**config.mk**
```make
export PLATFORM = sky130hd
export DESIGN_NAME = alu_seq
export DESIGN_NICKNAME = d
export VERILOG_FILES = /design/src/rtl/alu_seq.sv
export SDC_FILE = /design/constraint.sdc
export NUM_CORES = 1
export LEC_CHECK = 0
export CAP_MARGIN = 20
export CORE_ASPECT_RATIO = 2
export CORE_MARGIN = 1
export CORE_UTILIZATION = 44
export CTS_CLUSTER_DIAMETER = 60
export DETAILED_ROUTE_END_ITERATION = 10
export PLACE_DENSITY = 0.73
export SLEW_MARGIN = 20
export SYNTH_ARGS = -nofsm -noshare
export SYNTH_HDL_FRONTEND = slang
export SYNTH_SLANG_ARGS = --single-unit
```
**constraint.sdc**
```tcl
create_clock -name clk -period 7.3 [get_ports clk]
set_clock_uncertainty 0.2 [all_clocks]
set_input_delay 1.46 -clock clk [delete_from_list [all_inputs] [get_ports clk]]
set_output_delay 1.46 -clock clk [all_outputs]
set_load 0.01 [all_outputs]
```
**src/rtl/alu_seq.sv**
```systemverilog
// Execute-stage ALU: single-cycle logic/arith/compare ops plus iterative
// multiply/divide into internal HI/LO registers behind a valid/ready handshake.
module alu_seq #(
    parameter int n = 32
) (
    input  logic         clk,
    input  logic         rst,
    input  logic         in_valid,
    output logic         in_ready,
    input  logic [3:0]   op,
    input  logic [n-1:0] a,
    input  logic [n-1:0] b,
    output logic         out_valid,
    output logic [n-1:0] result,
    output logic         zero,
    output logic         div_by_zero
);
    localparam int CW = $clog2(n);

    localparam logic [3:0] OP_AND  = 4'b0000, OP_OR   = 4'b0001, OP_NOR  = 4'b0010;
    localparam logic [3:0] OP_ADD  = 4'b0011, OP_SUB  = 4'b0100, OP_MFHI = 4'b0101;
    localparam logic [3:0] OP_MFLO = 4'b0110, OP_SLT  = 4'b0111, OP_SLTU = 4'b1000;
    localparam logic [3:0] OP_MULT = 4'b1001, OP_MULTU = 4'b1010, OP_DIV = 4'b1011;
    localparam logic [3:0] OP_DIVU = 4'b1100, OP_XOR  = 4'b1101, OP_MTHI = 4'b1110;
    localparam logic [3:0] OP_MTLO = 4'b1111;

    typedef enum logic [1:0] {IDLE, RUN, FIX, DONE} state_t;

    state_t        state_q, state_d;
    logic [CW-1:0] cnt_q, cnt_d;
    logic [n-1:0]  acc_hi_q, acc_hi_d, acc_lo_q, acc_lo_d, opnd_q, opnd_d;
    logic          is_div_q, is_div_d, neg_lo_q, neg_lo_d, neg_hi_q, neg_hi_d, dz_q, dz_d;
    logic [n-1:0]  hi_q, hi_d, lo_q, lo_d, result_q, result_d;
    logic          out_valid_q, out_valid_d, zero_q, zero_d, dbz_q, dbz_d;

    logic          accept, is_long, is_div_op, signed_op, sa, sb;
    logic [n-1:0]  mag_a, mag_b, alu_res;
    logic [n:0]    mul_sum, div_rs;
    logic [n-1:0]  div_diff;
    logic          div_borrow;
    logic [2*n-1:0] prod_raw, prod_fix;

    assign in_ready    = (state_q == IDLE);
    assign accept      = in_valid && in_ready;
    assign is_long     = (op == OP_MULT) || (op == OP_MULTU) || (op == OP_DIV) || (op == OP_DIVU);
    assign is_div_op   = (op == OP_DIV) || (op == OP_DIVU);
    assign signed_op   = (op == OP_MULT) || (op == OP_DIV);
    assign sa          = signed_op && a[n-1];
    assign sb          = signed_op && b[n-1];
    assign mag_a       = sa ? -a : a;
    assign mag_b       = sb ? -b : b;

    // Multiply: {acc_hi, acc_lo} holds partial product over remaining multiplier bits.
    assign mul_sum     = {1'b0, acc_hi_q} + (acc_lo_q[0] ? {1'b0, opnd_q} : '0);
    // Divide: acc_hi is the partial remainder, acc_lo shifts dividend out / quotient in.
    assign div_rs      = {acc_hi_q, acc_lo_q[n-1]};
    assign div_borrow  = div_rs < {1'b0, opnd_q};
    assign div_diff    = div_rs[n-1:0] - opnd_q;
    assign prod_raw    = {acc_hi_q, acc_lo_q};
    assign prod_fix    = neg_lo_q ? -prod_raw : prod_raw;

    always_comb begin
        alu_res = '0;
        case (op)
            OP_AND:  alu_res = a & b;
            OP_OR:   alu_res = a | b;
            OP_NOR:  alu_res = ~(a | b);
            OP_XOR:  alu_res = a ^ b;
            OP_ADD:  alu_res = a + b;
            OP_SUB:  alu_res = a - b;
            OP_SLT:  alu_res = {{(n-1){1'b0}}, $signed(a) < $signed(b)};
            OP_SLTU: alu_res = {{(n-1){1'b0}}, a < b};
            OP_MFHI: alu_res = hi_q;
            OP_MFLO: alu_res = lo_q;
            OP_MTHI, OP_MTLO: alu_res = a;
            default: alu_res = '0;
        endcase
    end

    always_comb begin
        state_d     = state_q;
        cnt_d       = cnt_q;
        acc_hi_d    = acc_hi_q;
        acc_lo_d    = acc_lo_q;
        opnd_d      = opnd_q;
        is_div_d    = is_div_q;
        neg_lo_d    = neg_lo_q;
        neg_hi_d    = neg_hi_q;
        dz_d        = dz_q;
        hi_d        = hi_q;
        lo_d        = lo_q;
        out_valid_d = 1'b0;
        result_d    = result_q;
        zero_d      = zero_q;
        dbz_d       = dbz_q;
        case (state_q)
            IDLE: if (accept) begin
                if (is_long) begin
                    cnt_d    = '0;
                    is_div_d = is_div_op;
                    neg_lo_d = sa ^ sb;
                    neg_hi_d = sa;
                    acc_hi_d = '0;
                    if (is_div_op && b == '0) begin
                        dz_d     = 1'b1;
                        acc_hi_d = a;
                        acc_lo_d = '1;
                        state_d  = FIX;
                    end else begin
                        dz_d     = 1'b0;
                        opnd_d   = is_div_op ? mag_b : mag_a;
                        acc_lo_d = is_div_op ? mag_a : mag_b;
                        state_d  = RUN;
                    end
                end else begin
                    out_valid_d = 1'b1;
                    result_d    = alu_res;
                    zero_d      = (alu_res == '0);
                    dbz_d       = 1'b0;
                    if (op == OP_MTHI) hi_d = a;
                    if (op == OP_MTLO) lo_d = a;
                end
            end
            RUN: begin
                if (is_div_q) begin
                    acc_hi_d = div_borrow ? div_rs[n-1:0] : div_diff;
                    acc_lo_d = {acc_lo_q[n-2:0], ~div_borrow};
                end else begin
                    acc_hi_d = mul_sum[n:1];
                    acc_lo_d = {mul_sum[0], acc_lo_q[n-1:1]};
                end
                cnt_d = cnt_q + 1'b1;
                if (cnt_q == CW'(n-1)) state_d = FIX;
            end
            FIX: begin
                if (dz_q) begin
                    hi_d = acc_hi_q;
                    lo_d = acc_lo_q;
                end else if (is_div_q) begin
                    lo_d = neg_lo_q ? -acc_lo_q : acc_lo_q;
                    hi_d = neg_hi_q ? -acc_hi_q : acc_hi_q;
                end else begin
                    hi_d = prod_fix[2*n-1:n];
                    lo_d = prod_fix[n-1:0];
                end
                state_d = DONE;
            end
            DONE: begin
                out_valid_d = 1'b1;
                result_d    = lo_q;
                zero_d      = (lo_q == '0);
                dbz_d       = dz_q;
                state_d     = IDLE;
            end
            default: state_d = IDLE;
        endcase
    end

    always_ff @(posedge clk) begin
        if (rst) begin
            state_q     <= IDLE;
            cnt_q       <= '0;
            acc_hi_q    <= '0;
            acc_lo_q    <= '0;
            opnd_q      <= '0;
            is_div_q    <= 1'b0;
            neg_lo_q    <= 1'b0;
            neg_hi_q    <= 1'b0;
            dz_q        <= 1'b0;
            hi_q        <= '0;
            lo_q        <= '0;
            out_valid_q <= 1'b0;
            result_q    <= '0;
            zero_q      <= 1'b1;
            dbz_q       <= 1'b0;
        end else begin
            state_q     <= state_d;
            cnt_q       <= cnt_d;
            acc_hi_q    <= acc_hi_d;
            acc_lo_q    <= acc_lo_d;
            opnd_q      <= opnd_d;
            is_div_q    <= is_div_d;
            neg_lo_q    <= neg_lo_d;
            neg_hi_q    <= neg_hi_d;
            dz_q        <= dz_d;
            hi_q        <= hi_d;
            lo_q        <= lo_d;
            out_valid_q <= out_valid_d;
            result_q    <= result_d;
            zero_q      <= zero_d;
            dbz_q       <= dbz_d;
        end
    end

    assign out_valid   = out_valid_q;
    assign result      = result_q;
    assign zero        = zero_q;
    assign div_by_zero = dbz_q;
endmodule
```
; ---- Yosys cells after proc, flatten, opt, wreduce, memory -nomap -nowiden
; Index checks and enable logic that the tools add are counted.
[totals]
regBits = 206
word_cells = 138
[classes]
n_addsub = 10
n_lt_le_gt_ge = 3
n_eq_ne = 25
n_mux = 53
bitwise = 7
reduce_logical = 25
[op_table]
columns = op, n
row1 = $mux W32, 28
row2 = $pmux W32 S11, 1
row3 = $pmux W32 S2, 5
row4 = $neg A32 Y32, 4
row5 = $logic_not A32 Y1, 3
row6 = $lt A32 B32 Y1, 2
row7 = $mux W64, 1
row8 = $neg A64 Y64, 1
row9 = $sub A32 B32 Y32, 2
row10 = $add A32 B32 Y33, 1
row11 = $lt A33 B32 Y1, 1
row12 = $add A32 B32 Y32, 1
row13 = $and A32 B32 Y32, 1
row14 = $eq A4 B4 Y1 const B, 8
row15 = $not A32 Y32, 1
row16 = $or A32 B32 Y32, 1
row17 = $xor A32 B32 Y32, 1
row18 = $eq A4 B3 Y1 const B, 4
row19 = $reduce_and A3 Y1, 4
row20 = $reduce_and A4 Y1, 3
row21 = $mux W5, 2
row22 = $pmux W5 S2, 1
row23 = $eq A4 B2 Y1 const B, 2
row24 = $mux W2, 4
row25 = other kinds (18), 41

; ---- Longest topological paths before layout
; Gate-level depths: netlist of run 1.
[logic_depth]
word_depth = 9
depth_mapped = 16
mapped_depth_nobuf = 15

; ---- Worst setup path before layout of run 1
; OpenSTA, ideal clock, no wires.
[synth_path]
kind = input -> register
startpoint = in a[0]
endpoint = reg zero_q (netlist: zero)
setup_time_ns = 0.084
arrival_time_ns = 4.481
required_time_ns = 7.016
slack_ns = 2.534
stages = 16
path_cell_list = clkbuf_1 inv_1 ha_1 inv_1 fa_1 nor3b_1 o311ai_1 nand3_2 a221oi_2 a2111oi_2 a31oi_1 o21ai_0 mux2_2 a21oi_2 nand2b_4 o31ai_2
[synth_via]
elab_chain_cells = 7
[synth_rtl]
columns = element, line_no
row1 = start: declaration, 11  ; input logic [n-1:0] a,
row2 = branches (longest 2 deep; another with $sub A32 B32 Y32), -
row3 = $pmux W32 S11 *, 64  ; case (op)
row4 = $logic_not A32 Y1 *, 118  ; zero_d = (alu_res == '0);
row5 = $mux W1 *, 98  ; if (is_long) begin
row6 = $mux W1 *, 97  ; IDLE: if (accept) begin
row7 = $pmux W1 S2 *, 96  ; case (state_q)
row8 = end signal: assignment, 190  ; zero_q <= zero_d;
row9 = end: declaration, 34  ; logic out_valid_q, out_valid_d, zero_q, zero_d, dbz_q, dbz_d;
; Every way passes the cells marked *. The select of a mux whose other input is x is not followed.
; A chain may end at the register's enable or synchronous reset.

; ---- Final worst setup path of run 1
[layout_path]
startpoint = in a[10]
endpoint = reg result_q[19] (netlist: result[19])
[layout_via]
elab_chain_cells = 5
[layout_rtl]
columns = element, line_no
row1 = $sub A32 B32 Y32 or $add A32 B32 Y32 (tied branches), "70, 69"
row2 = $pmux W32 S11 *, 64
row3 = $mux W32 *, 98
row4 = $mux W32 *, 97
row5 = $pmux W32 S2 *, 96
row6 = end signal: assignment, 189  ; result_q <= result_d;
row7 = end: declaration, 33  ; logic [n-1:0] hi_q, hi_d, lo_q, lo_d, result_q, result_d;
; Mark *: on every way between the ends. The rest lies on a longest branch, timed or not. The select of a mux whose other input is x is not followed.

==> results.md, run 1 <==
- Area delta synth->final: 11.7%
- Routed via count: 27,900
- PortBufs: 106
- Count leader, synth: nor2_1
- Post-Route WL: 121,000 um
- CP Capture Type: register
- Vias in the first global route: 26,800
- Clock Latency Late Sink: 0.56 ns
- GRT Total Usage: 44.3%
- Critical-path maximum fanout: 14
- Cts repair resizes: 0
- Pleak: 10.1 nW
- Post-CTS Setup Bufs: 0
- Syn nets: 3,608
- Final min period: 6.10 ns
- Distinct cells, synth: 103
- Deepest clock path buffer count: 3
- Fin. max-slew vios: 0
- R2r endpoint: acc_hi_q[25]
- Die area: 54,200 um2
- Fraction of layout cells with a size suffix above 1: 7.65%
- CTS H-Tree Depth: 1
- Largest net degree at the start of global routing: 74
- Initial Utilization: 44.6%
- Max_cap viols: 0
- Yosys reg bits: 206
- Startpoint types: primary input
- Final period util: 83.5%
- Final Hold Fails: 0
- Relative slew slack: 16.1%
- DR pass1 iterations: 10
- Setup Viol. Count Final: 0
- WP data arrival: 6.38 ns
- CP required: 7.58 ns
- Overall power: 7.44 mW
- Dominant cells by area after synthesis: dfxtp_1 18%, ha_1 9.2%, a21oi_1 8.4%
- Vias per cell: 6.89
- CTS tree: yes
- Switching Share: 50.5%
- TritonCTS Sinks: 206
- # nets final: 3,618
- Psw: 3.76 mW
- Core area: 52,600 um2
- Routed Antenna Nets: 0
- Sequential-to-total area share from yosys stat: 17.6%
- Pwr/cell area: 284 nW/um2
- Grt total ovfl: 0
- HP Class: reg2reg
- Crit path kind: in2reg
- Capture point of the worst path: result[19]
- Worst r2r src: acc_lo_q[0]
- Initial antenna violation count: 14
- Max frequency: 0.164 GHz
- Yosys top cell by area: dfxtp_1
- Post-Synthesis Cell Area: 23,400 um2
- Hold_buf cts: 0
- R2r setup slk: 2.27 ns
- Root buffer cell: clkbuf_16
- Remaining DRCs: 0
- Post-synth EDFFs: 0
- Worst R2R Path Depth: 15
- IO Pins: 107
- Chip Width: 165 um
- Syn_area_per_cell: 6.98 um2
- Top post-synthesis cells by count: 456 x nor2_1, 393 x a21oi_1, 283 x nand2_1, 206 x dfxtp_1, 185 x clkbuf_1
- Worst-path clk slew: 0.06 ns
- Main synth FF type: dfxtp_1
- # rows: 119
- Fraction of registers with async set/reset: 0%
- Worst VDD drop: 0.235 mV
- Sequential fraction of design power: 22.4%
- RSZ-0062 raised after global routing: false
- TNS Setup: 0 ns
- First-pass GRT wire length: 175,000 um
- Comb power frac: 61.2%
- Internal: 3.68 mW
- Worst Setup SP: a[10]
- Finished Layout Cells: 4,056
- Outcome: completed
- Clock share of power: 16.4%
- Hold Slack: 0.252 ns
- CTS buffer count: 21
- Least-Margin Pin Slew: 1.26 ns
- Routability congestion estimate: 1.12
- Die Ht: 328 um
- Detailed Place HPWL: 90,500 um
- Hold path cells: 2
- Share of the synthesized area in the top cell type: 17.6%
- Placed Cells: 4,008
- Initial DRC Count: 3,267
- WL/cell: 29.7 um
- Syn. warnings: 0
- Syn Inst Count: 3,360
-- power groups by stage --
stage,clock (mW),combinational [mW],sequential [mW]
floorplan,0,3.01,1.54
global placement,0,4.27,1.67
detailed placement,0,4.29,1.67
CTS,1.22,4.31,1.65
global route,1.25,4.81,1.68
finish,1.22,4.55,1.67
-- cells in the final DEF, fill, tap and decap left out, types with 12 or more instances in the layout --
cell type	netlist	final
a221oi_1	28	28
xnor2_1	140	140
xor2_1	35	35
buf_4	2	111
a31oi_1	45	43
a21oi_1	393	392
o211ai_1	45	45
o31ai_1	40	38
ha_1	173	171
and3_1	29	29
mux2i_1	58	58
nor2b_1	35	35
or3_1	26	26
clkdlybuf4s50_1	0	103
nand4_1	22	22
mux2_2	23	23
nand3_1	57	57
a211o_1	12	12
nand2_1	283	282
o221ai_1	17	17
o21a_1	14	14
o21bai_1	13	13
a22oi_1	30	30
nor2_1	456	454
a311oi_1	18	18
nor3_1	83	82
o21ai_0	178	174
dfxtp_1	206	205
nand2b_1	42	42
clkbuf_16	0	21
or4_1	12	12
inv_1	157	157
or2_2	16	16
a21o_1	41	41
a211oi_1	125	124
nor4_1	36	35
o41ai_1	18	18
a222oi_1	13	13
-- cells by family (layout without fill, tap and decap cells) --
group / Yosys count / after routing / share of synthesized area, %
fa+ha+maj: 177 / 177 / 9.58
compound gates: 1163 / 1163 / 32.7
other cells: 0 / 6 / 0
mux: 81 / 81 / 3.58
flops: 206 / 206 / 17.6
xor+xnor: 175 / 175 / 6.54
simple gates: 1164 / 1164 / 23.4
buf+inv: 394 / 419 / 6.64
-- final cells by class --
cell class | instances | area, um2
Inverter | 159 | 597
Tap cell | 665 | 832
Multi-Input combinational cell | 2760 | 17900
Clock buffer | 26 | 554
Antenna cell | 6 | 15.0
Clock inverter | 12 | 189
Fill cell | 5326 | 26400
Timing Repair Buffer | 222 | 1950
Sequential cell | 206 | 4130
-- state kept, by name (all words and copies together) (netlist names), 2 cells and up --
register,flops
result,32
acc_hi_q,32
acc_lo_q,32
hi_q,32
state_q,2
lo_q,32
opnd_q,32
cnt_q,5
-- routing by layer --
layer | global-route usage, % | part of all wire, %
met4 | 44.4 | 12
met1 | 44.4 | 33
met5 | 1.48 | 0.18
met2 | 71.4 | 46
met3 | 12.3 | 9.3
-- per-stage QoR --
step / setup slack [ns] / instance area [um2] / utilization [%]
after CTS: 1.53 / 26100 / 49.7
after global routing: 0.856 / 26200 / 49.8
final: 1.20 / 26200 / 49.8
after detailed placement: 0.980 / 25400 / 48.3
after global placement: 0.943 / 25400 / 48.2
after floorplan: 2.53 / 23400 / -
-- worst min path at each step --
stage	from	end	slack [ns]
6_report	result[8]	result[8]	0.25
5_1_grt	opnd_q[5]	opnd_q[5]	0.27
4_1_cts	result[8]	result[8]	0.26
3_5_place_dp	opnd_q[9]	opnd_q[9]	0.25
3_3_place_gp	result[23]	result[23]	0.24
2_1_floorplan	opnd_q[10]	opnd_q[10]	0.23
-- worst max-delay path, cell delays in order --
cell	delay, ns
clkdlybuf4s50_1	0.82
inv_1	0.15
ha_1	0.55
nor4_1	0.64
inv_1	0.09
a2111oi_1	0.58
nor2_1	0.26
o211ai_1	0.50
nand2_1	0.10
o21ai_0	0.17
a21oi_1	0.11
o21ai_0	0.60
nand2_1	0.16
a21oi_1	0.16
Note: power is estimated with default switching activity, not from simulation.
==> inputs of run 2 (changes only) <==
- PLACE_DENSITY: 0.73 -> 0.75
- clock period: 7.3 -> 5.6 ns (I/O delays scaled with it)
==> run 2 against run 1 <==
Against the previous run: setup slack got worse by 0.82 ns; cell count increased by 4.9%; register-to-register slack got worse by 1.4 ns; via count increased by 2.1%; die area unchanged; combinational power increased by 38%; first-iteration DRC count decreased by 9.7%; global-route usage increased by 2.5 points; flip-flop and latch count unchanged; total power increased by 35%; non-clock buffer count increased by 204; critical endpoint is now zero.
==> results.md, run 2 (synthesis gave the netlist of run 1 again) <==
- Outcome: completed
- Crit path buf inv count: 3
- Crit-path max cell delay: 0.67 ns
- DR pass1 iterations: 8
- Most frequent cells in the layout: 456 x nor2_1, 392 x a21oi_1, 300 x buf_4, 282 x nand2_1, 205 x dfxtp_1
- Deepest clock path buffer count: 3
- Post-CTS Setup Bufs: 0
- Die Ht: 328 um
- GRT Total Usage: 46.8%
- CTS H-Tree Depth: 1
- CP Capture Type: register
- RSZ-0062 raised after global routing: false
- Detailed Place HPWL: 101,000 um
- GRT met1 Usage: 45.7%
- Max_cap viols: 0
- Comb power frac: 62.6%
- Setup Viol. Count Final: 0
- Fraction of layout cells with a size suffix above 1: 12.7%
- Hold path cells: 2
- WL/cell: 29.8 um
- Max frequency: 0.192 GHz
- Cts repair resizes: 0
- Final Hold Fails: 0
- Sequential fraction of design power: 21.8%
- Clock Latency Late Sink: 0.57 ns
- Routed via count: 28,500
- Remaining DRCs: 0
- CP required: 5.89 ns
- Commonest non-fill, non-tap cell in the layout: nor2_1
- Final period util: 93.2%
- Grt met3 use: 9.15%
- Place WS: -0.0237 ns
- Die area: 54,200 um2
- Largest net degree at the start of global routing: 107
- Vias per cell: 6.70
- Chip Width: 165 um
- # rows: 119
- Worst VDD drop: 0.451 mV
- CTS tree: yes
- Pwr/cell area: 359 nW/um2
- Clock share of power: 15.6%
- Overall power: 10.0 mW
- Critical-path maximum fanout: 4
- Final Util: 53.0%
- Grt total ovfl: 0
- WP data arrival: 5.51 ns
- Vias in the first global route: 28,400
- Routing usage on met2: 78.1%
- HP Class: reg2reg
- Post-Route WL: 127,000 um
- Hold_buf cts: 0
- CTS buffer count: 21
- Area delta synth->final: 18.9%
- Initial DRC Count: 2,951
- Least-Margin Pin Slew: 1.17 ns
- Initial Utilization: 44.6%
- # nets final: 3,822
- Relative slew slack: 22.0%
- Pleak: 11.1 nW
- Routed Antenna Nets: 0
- Worst R2R Path Depth: 15
- Worst Slack Setup Final: 0.379 ns
- Final min period: 5.22 ns
- PortBufs: 106
- IO Pins: 107
- Internal: 4.99 mW
- Crit-path leading delay family: simple AND/OR/NAND/NOR gates
- Initial antenna violation count: 3
- Slowest stage cell, crit path: nor4bb_1
- Crit path kind: in2reg
- Switching Share: 50.1%
- First-pass GRT wire length: 185,000 um
- Core area: 52,600 um2
- Fin. max-slew vios: 0
- Routability congestion estimate: 1.08
- Psw: 5.02 mW
- Root buffer cell: clkbuf_16
- Startpoint types: primary input
- Worst-path clk slew: 0.06 ns
- Hold Slack: 0.246 ns
- Gr busiest metal: met2
- TritonCTS Sinks: 206
- Crit-path cells: clkdlybuf4s50_1 > inv_1 > fa_1 > nand2b_1 > a21oi_1 > o21ai_0 > a211oi_1 > buf_4 > nor3_1 > nor4_1 > a32o_1 > nor4bb_1 > and3_1 > nand4_1 > o31ai_2
- Critical path depth: 15
[run 2: cell count changes in the layout (fill, tap and decap cells not counted), moves of 3 or more]
| cell | change |
|---|---|
| o21ai_1 | -3 |
| buf_4 | +189 |
| buf_12 | +17 |
| o21ai_0 | +3 |
| clkbuf_8 | +3 |
| diode_2 | -4 |
[run 2: per-layer routing]
metal,wire (um),part of all wire (%)
met5,13,0.010
met4,16600,13
met3,8680,6.9
met2,60300,48
met1,41100,32
[run 2: worst register-to-register path: stages, from the launching register on]
cell and delay, ns:
dfxtp_1 0.44, inv_1 0.40, buf_4 0.38, nor2_1 0.11, ha_1 0.40, nand3_1 0.26, nor3_1 0.29, o21ai_0 0.13
buf_4 0.18, a41oi_1 0.52, a21oi_1 0.21, o21ai_0 0.41, a2111o_1 0.22, a31oi_1 0.08, a211o_1 0.27, a211oi_1 0.18
[run 2: final cells by class]
class / instances / area, um2
Inverter: 159 / 597
Antenna cell: 2 / 5.00
Tap cell: 665 / 832
Clock inverter: 7 / 124
Fill cell: 5307 / 24700
Sequential cell: 206 / 4130
Multi-Input combinational cell: 2760 / 17900
Timing Repair Buffer: 426 / 3690
Clock buffer: 29 / 596
[run 2: power groups by stage]
| stage | combinational, mW | clock, mW | sequential [mW] |
|---|---|---|---|
| after floorplan | 3.92 | 0 | 2.00 |
| after global placement | 5.99 | 0 | 2.19 |
| after detailed placement | 6.02 | 0 | 2.20 |
| after CTS | 6.05 | 1.56 | 2.16 |
| after global routing | 6.65 | 1.61 | 2.21 |
| final | 6.26 | 1.56 | 2.19 |
[run 2: through the flow]
step / area, um2 / setup TNS [ns] / instances
2_1_floorplan: 23400 / 0 / 3360
3_3_place_gp: 27100 / -0.0423 / 4215
3_5_place_dp: 27100 / -0.0237 / 4215
4_1_cts: 27800 / 0 / 4251
5_1_grt: 27900 / 0 / 4253
6_report: 27900 / 0 / 4254
[run 2: path summary, 6_finish.rpt]
path                                  start           end  slack, ns
worst max-delay path                   a[1]          zero       0.38
worst min-delay path             result[15]    result[15]       0.25
worst max register to register  acc_lo_q[0]  acc_hi_q[25]       0.84
worst min register to register   result[15]    result[15]       0.25
